`src/rtl/a2d_seq.sv`:
```
// a2d_seq: A2D conversion sequencer. Each round walks the enabled slots in
// ascending order. For every slot it issues two SPI transactions. The first
// selects the channel. The second reads back the conversion result.
//
// Ports:
//   clk, rst       clock; synchronous active-high reset
//   nxt, cont      start one round / run rounds back to back
//   ch_en          slot enable mask, latched at round start
//   wrt, cmd       one-cycle SPI start strobe and 16-bit command word
//   done, rd_data  SPI completion pulse and read data
//   result, vld    per-slot results and valid flags
//   rnd_done       one-cycle pulse in the final cycle of a round
//   busy           high whenever the sequencer is not idle
//   batt_low       registered low-battery flag for slot BATT_SLOT
module a2d_seq #(
  parameter int unsigned           NUM_CH      = 3,
  parameter int unsigned           DATA_W      = 12,
  parameter logic [NUM_CH*3-1:0]   CH_MAP      = {3'd5, 3'd4, 3'd0},
  parameter int unsigned           BATT_SLOT   = 2,
  parameter logic [DATA_W-1:0]     BATT_THRESH = 12'h800
) (
  input  logic                     clk,
  input  logic                     rst,
  input  logic                     nxt,
  input  logic                     cont,
  input  logic [NUM_CH-1:0]        ch_en,
  output logic                     wrt,
  output logic [15:0]              cmd,
  input  logic                     done,
  input  logic [15:0]              rd_data,
  output logic [NUM_CH*DATA_W-1:0] result,
  output logic [NUM_CH-1:0]        vld,
  output logic                     rnd_done,
  output logic                     busy,
  output logic                     batt_low
);

  localparam int unsigned SLOT_W = (NUM_CH > 1) ? $clog2(NUM_CH) : 1;

  typedef enum logic [2:0] {StIdle, StCmd, StWaitCmd, StGap, StRd, StWaitRd, StAdv} state_e;

  state_e              state_q;
  logic [NUM_CH-1:0]   en_q;
  logic [SLOT_W-1:0]   slot_q;
  logic [SLOT_W-1:0]   first_slot;
  logic [SLOT_W-1:0]   next_slot;
  logic                has_next;

  // Only the low DATA_W bits of rd_data are stored.
  logic unused_rd;
  assign unused_rd = ^rd_data;

  // Lowest set bit of ch_en (round start) and next set bit of en_q above the
  // current slot (advance). Descending scans leave the lowest match behind.
  always_comb begin
    first_slot = '0;
    next_slot  = '0;
    has_next   = 1'b0;
    for (int i = int'(NUM_CH) - 1; i >= 0; i--) begin
      if (ch_en[i]) first_slot = SLOT_W'(i);
      if (en_q[i] && (i > int'(slot_q))) begin
        next_slot = SLOT_W'(i);
        has_next  = 1'b1;
      end
    end
  end

  function automatic logic [15:0] cmd_for(logic [SLOT_W-1:0] s);
    logic [2:0] code;
    code = '0;
    for (int i = 0; i < int'(NUM_CH); i++) begin
      if (SLOT_W'(i) == s) code = CH_MAP[3*i +: 3];
    end
    return {2'b00, code, 11'h000};
  endfunction

  assign busy = (state_q != StIdle);

  // wrt is raised on entry to CMD/RD so it is high for exactly that state.
  // rnd_done is raised on entry to the last ADV, which makes a continuous
  // restart land in CMD two cycles later.
  always_ff @(posedge clk) begin
    if (rst) begin
      state_q  <= StIdle;
      en_q     <= '0;
      slot_q   <= '0;
      wrt      <= 1'b0;
      cmd      <= '0;
      result   <= '0;
      vld      <= '0;
      rnd_done <= 1'b0;
    end else begin
      wrt      <= 1'b0;
      rnd_done <= 1'b0;
      unique case (state_q)
        StIdle: begin
          if ((nxt || cont) && (ch_en != '0)) begin
            en_q    <= ch_en;
            slot_q  <= first_slot;
            cmd     <= cmd_for(first_slot);
            wrt     <= 1'b1;
            state_q <= StCmd;
          end
        end
        StCmd:     state_q <= StWaitCmd;
        StWaitCmd: if (done) state_q <= StGap;
        StGap: begin
          wrt     <= 1'b1;
          state_q <= StRd;
        end
        StRd:      state_q <= StWaitRd;
        StWaitRd: begin
          if (done) begin
            for (int i = 0; i < int'(NUM_CH); i++) begin
              if (SLOT_W'(i) == slot_q) begin
                result[i*DATA_W +: DATA_W] <= rd_data[DATA_W-1:0];
                vld[i]                     <= 1'b1;
              end
            end
            rnd_done <= !has_next;
            state_q  <= StAdv;
          end
        end
        StAdv: begin
          if (has_next) begin
            slot_q  <= next_slot;
            cmd     <= cmd_for(next_slot);
            wrt     <= 1'b1;
            state_q <= StCmd;
          end else begin
            state_q <= StIdle;
          end
        end
        default: state_q <= StIdle;
      endcase
    end
  end

  if (BATT_SLOT < NUM_CH) begin : g_batt
    always_ff @(posedge clk) begin
      if (rst) begin
        batt_low <= 1'b0;
      end else begin
        batt_low <= vld[BATT_SLOT] &&
                    (result[BATT_SLOT*DATA_W +: DATA_W] < BATT_THRESH);
      end
    end
  end else begin : g_no_batt
    assign batt_low = 1'b0;
  end

endmodule

```
`config.mk`:
```
export PLATFORM = sky130hd
export DESIGN_NAME = a2d_seq
export DESIGN_NICKNAME = d
export VERILOG_FILES = /design/src/rtl/a2d_seq.sv
export SDC_FILE = /design/constraint.sdc
export NUM_CORES = 1
export LEC_CHECK = 0
export BUFFER_PORTS_ARGS = -buffer_cell sky130_fd_sc_hd__buf_2
export CORE_MARGIN = 2
export CORE_UTILIZATION = 48
export DETAILED_ROUTE_END_ITERATION = 10
export PLACE_DENSITY_LB_ADDON = 0.1
export REMOVE_ABC_BUFFERS = 1
export SYNTH_ARGS = -nofsm -noshare
export SYNTH_HDL_FRONTEND = slang
export SYNTH_SLANG_ARGS = --single-unit
export TNS_END_PERCENT = 20
```
`constraint.sdc`:
```
create_clock -name clk -period 2.2 [get_ports clk]
set_clock_uncertainty 0.05 [all_clocks]
set_input_delay 0 -clock clk [delete_from_list [all_inputs] [get_ports clk]]
set_output_delay 0 -clock clk [all_outputs]
set_load 0.05 [all_outputs]
```
* After elaboration in Yosys (flattened, before gate mapping)
Index checks and enable logic that the tools add are counted.
W data, S select, Z words.
** Cells by class
- Magnitude comparators :: 3
- Equality and inequality tests :: 16
- Mux-type cells :: 25
- Bitwise operators :: 2
- Reductions and logical operators :: 18
** Operators with widths (count)
- $mux W16 :: 2
- $pmux W16 S2 :: 1
- $mux W3 :: 7
- $pmux W3 S7 :: 1
- $reduce_and A3 Y1 :: 5
- $mux W2 :: 7
- $lt A12 B12 Y1 const B :: 1
- $eq A3 B3 Y1 const B :: 3
- $ne A2 B2 Y1 const B :: 4
- $eq A1 B2 Y1 const A :: 3
- $eq A2 B2 Y1 const A :: 3
- $eq A3 B2 Y1 const B :: 2
- $reduce_bool A3 Y1 :: 2
- $mux W1 :: 5
- $logic_and A1 B1 Y1 :: 4
- $pmux W2 S2 :: 1
- $eq A3 B1 Y1 const B :: 1
- $logic_not A3 Y1 :: 1
- $pmux W1 S3 :: 1
- $reduce_or A3 Y1 :: 1
- $gt A1 B2 Y1 const A :: 1
- $gt A2 B2 Y1 const A :: 1
- $logic_not A2 Y1 :: 1
- $not A1 Y1 :: 2
- other kinds (4) :: 4
** Storage, ports and cells
- Register bits :: 66
- Input port bits :: 24
- Output and inout bits :: 59
- Logic and storage cells :: 77

* Logic depth before layout (Yosys ltp)
- Depth in word-level cells :: 9
- Depth in mapped cells :: 6
- Gate-level depth less buffers :: 5

* Worst setup path after synthesis
Ideal clock, no wire load.
- Kind :: register to register
- Start :: register state_q[0]
- End :: register slot_q[1]
- Setup time :: 0.134 ns
- Data arrival time :: 1.490 ns
- Data required time :: 2.016 ns
- Slack :: 0.526 ns
- Cell stages (with the launch flop) :: 7
- Buffers on the path :: 2
- Clock period less this slack :: 1.674 ns
- Path through :: dfxtp_1 > buf_6 > or3_4 > or2_1 > buf_6 > a22oi_2 > a311oi_2
** Between the ends
- Cells in the longest elaborated chain, start to end :: 3
- Elaborated cells on any way between the ends :: 7
- Classes of those cells :: 3 x eq/ne; 1 x mux; 3 x reduce/logical
** Ends and longest elaborated chain
- start, declared :: line 42 : state_e state_q;
- start signal, assigned :: line 84 : state_q <= StIdle;
- start signal, assigned :: line 102 : state_q <= StCmd;
- start signal, assigned :: line 105 : StCmd: state_q <= StWaitCmd;
- $eq A3 B3 Y1 / $logic_not A3 Y1 (equally long branches) :: line 95 : unique case (state_q)
- $ne A2 B2 Y1 (no source line) / $reduce_bool A2 Y1 (equally long branches)
- $reduce_and A3 Y1 (no source line)
- end signal, assigned :: line 99 : slot_q <= first_slot;
- end signal, assigned :: line 126 : slot_q <= next_slot;
- end, declared :: line 44 : logic [SLOT_W-1:0] slot_q;
Parallel ways exist; a longest one is shown, timed or not.
A chain may end at the register's enable or synchronous reset.

* Worst setup path after layout
- Start :: register state_q[0]
- End :: register result[21]
** Between the ends
- Cells in the longest elaborated chain, start to end :: 2
** Ends and longest elaborated chain
- $eq A3 B3 Y1 :: line 95
- $reduce_and A3 Y1 (no source line)
- end signal, assigned by index :: line 116 : result[i*DATA_W +: DATA_W] <= rd_data[DATA_W-1:0];
- end, declared :: line 31 : output logic [NUM_CH*DATA_W-1:0] result,
No other way between the ends.

==> flow_summary.ini <==
[status]
status = completed

[placed_design]
dpl.hpwl_um = 3030
place_ws_ns = 0.423
place_congestion = 0.751
port_buffers = 64
dp_cells = 329
placed_cell_area_um2 = 2420

[logic_synthesis]
yosys_warnings = 0
synth_top_family_by_area = simple AND/OR/NAND/NOR gates
synth_cell_types = 40
synth_area_leaders = dfxtp_1 48%, mux2i_1 12%, nor2_1 5.8%
ys_ff_latch = 51
synth.cell_area_um2 = 2130
synth_ff_type = dfxtp_1
synth_compound_area_share_pct = 9.10
synth_fa_ha_area_share_pct = 0.587
synthArstFlopShare_pct = 0
synth_common_cells = 51 x dfxtp_1, 33 x nor2_1, 28 x nand2_1, 25 x mux2i_1, 18 x a21oi_1
yosysSeqAreaShare_pct = 47.9
synth_edf_count = 0
synthSimpleGateAreaFrac_pct = 21.0
yosys.area.top_type = dfxtp_1
synthCells = 222
synthMuxAreaShare_pct = 11.7
post_synth.cell_area_avg_um2 = 9.60
synth_xor_area_share_pct = 0
synth_most_common_cell = dfxtp_1
synth_top_area_share_pct = 47.9

[sta]
setup_ws_ns = 0.442
rsz0062_at_grt = false
hold_violations = 0
final.period_utilization_pct = 79.9
worstMarginPinSlew_ns = 0.521
setup_tns_ns = 0
slew_violations = 0
relSlewSlack_pct = 65.2
fmax_mhz = 569
hold_slack_ns = 0.00733
period_minus_slack_ns = 1.76
finalSetupViolations = 0

[min_path]
hp-start = rst
hold_end = result[29]
hold_depth = 2
hold_path.class = primary input to flop

[global_route]
grt_use_total_pct = 17.8
antenna_found_initial = 0
overflow = 0
grt_pass1_wl_um = 7100
grt_max_degree = 37
grt_pass1_vias = 1557

[clock_tree]
clock_latency_ns = 0.30
htreeDepth = 2
clock_path_buffers = 2
clkSinkCount = 51
cts-root-buf = clkbuf_8
numCtsBuffers = 5
post_cts_resized = 0
cts.clk_slew.worst_paths_ns = 0.08
cts_setup_buffers = 0
cts_tree = built

[floorplan]
core-area_um2 = 4320
initial_utilization_pct = 49.3
die_x_um = 70.6
die_h_um = 70.6
rows = 24
die_area_um2 = 4990
io_pins = 83

[finish]
final_cells = 350
multiInputGateArea_um2 = 956
area_delta_synth_final_pct = 25.1
finalNetCount = 323
utilization_pct = 61.7
regArea_um2 = 1020
design_area_um2 = 2670
antenna_cells = 0
fillers = 400
drive_above_1_share_pct = 29.2

[route]
drt_pass1_iterations = 4
viasPerCell = 4.80
drtIter0Drc = 85
wirelength_um = 4280
drc = 0
drt-wirelength-per-cell_um = 12.2
drt.antenna.violating_nets = 0
vias = 1679

[worst_setup_path]
crit_fanout = 9
cp-startpoint = state_q[0]
reg2reg_to = result[21]
start_kind = flop
r2r_cells = 5
ff2ff_setup_slack_ns = 0.44
end_kind = flop
reg2reg_from = state_q[0]
crit_arrival_ns = 1.88
cp_data_required_time_ns = 2.33
critical_path_class = flop to flop

[power]
p_leak_nw = 1.17
finalPower_mw = 1.90
power_density_nw_per_um2 = 712
irDropWorstVdd_uv = 449

[flow_run]
cap_violations = 0
-- registers in the layout, summed over array words and instances (netlist names) --
register / count
cmd: 2
vld: 3
result: 36
rnd_done: 1
en_q: 2
slot_q: 2
wrt: 1
batt_low: 1
state_q: 3
-- kinds of logic after synthesis --
family	after synthesis
simple gates	86
buf+inv	30
other cells	1
mux	25
fa+ha+maj	1
compound gates	28
flops	51
-- layout make-up --
cell class              instances  share of cell area, %
well taps                      52                   2.44
inverters                       3                  0.422
flip-flops and latches         51                   38.3
clock inverters                 1                   1.13
repair buffers                 83                   19.1
clock buffers                   6                   2.72
multi-input cells             154                   35.9
-- worst max-delay path by stage --
stage / to / slack [ns] / depth (start not counted)
after floorplan: result[12] / 0.53 / 4
after global placement: result[14] / 0.45 / 5
after detailed placement: result[21] / 0.42 / 5
after CTS: result[21] / 0.41 / 5
after global routing: result[14] / 0.29 / 5
final: result[21] / 0.44 / 5
-- power breakdown --
group          switching (mW)  internal (mW)
clock network           0.276          0.333
registers              0.0373          0.949
logic                   0.200          0.104
total                   0.513           1.39
-- placed cells by master, fill, tap and decap left out, drive strengths merged --
cell / n
a31oi: 1
nand2: 28
a311oi: 1
mux2i: 25
a22oi: 2
nor3: 6
o221ai: 1
or3: 2
or3b: 1
nor2b: 1
nand4b: 1
dfxtp: 51
bufinv: 1
nor3b: 3
conb: 14
o221a: 1
o311a: 1
dlygate4sd3: 14
nand3b: 3
and3b: 1
a21oi: 18
nand3: 1
nand2b: 3
buf: 69
o22ai: 1
or2b: 1
or2: 1
o211a: 1
clkbuf: 6
nor2: 34
inv: 3
o32ai: 1
ha: 1
-- what timing repair did --
action,4_1_cts,5_1_grt
endpoints found under the setup margin,0,0
hold endpoints to repair,38,0
hold buffers,14,0
-- per-layer routing --
metal	vias to the layer above	GRT usage, %	wire, um
li1	864	-	-
met1	759	23.8	2060
met2	49	28.4	1910
met3	7	3.85	251
met4	0	6.92	62
met5	-	0	0
-- worst max-delay path: stages, from the launching register on --
cell,delay [ns]
dfxtp_1,0.52
nand4b_4,0.20
nor3b_4,0.38
buf_4,0.24
mux2i_1,0.19
nor2_1,0.06
No activity file was read; power rests on OpenSTA's default activity.
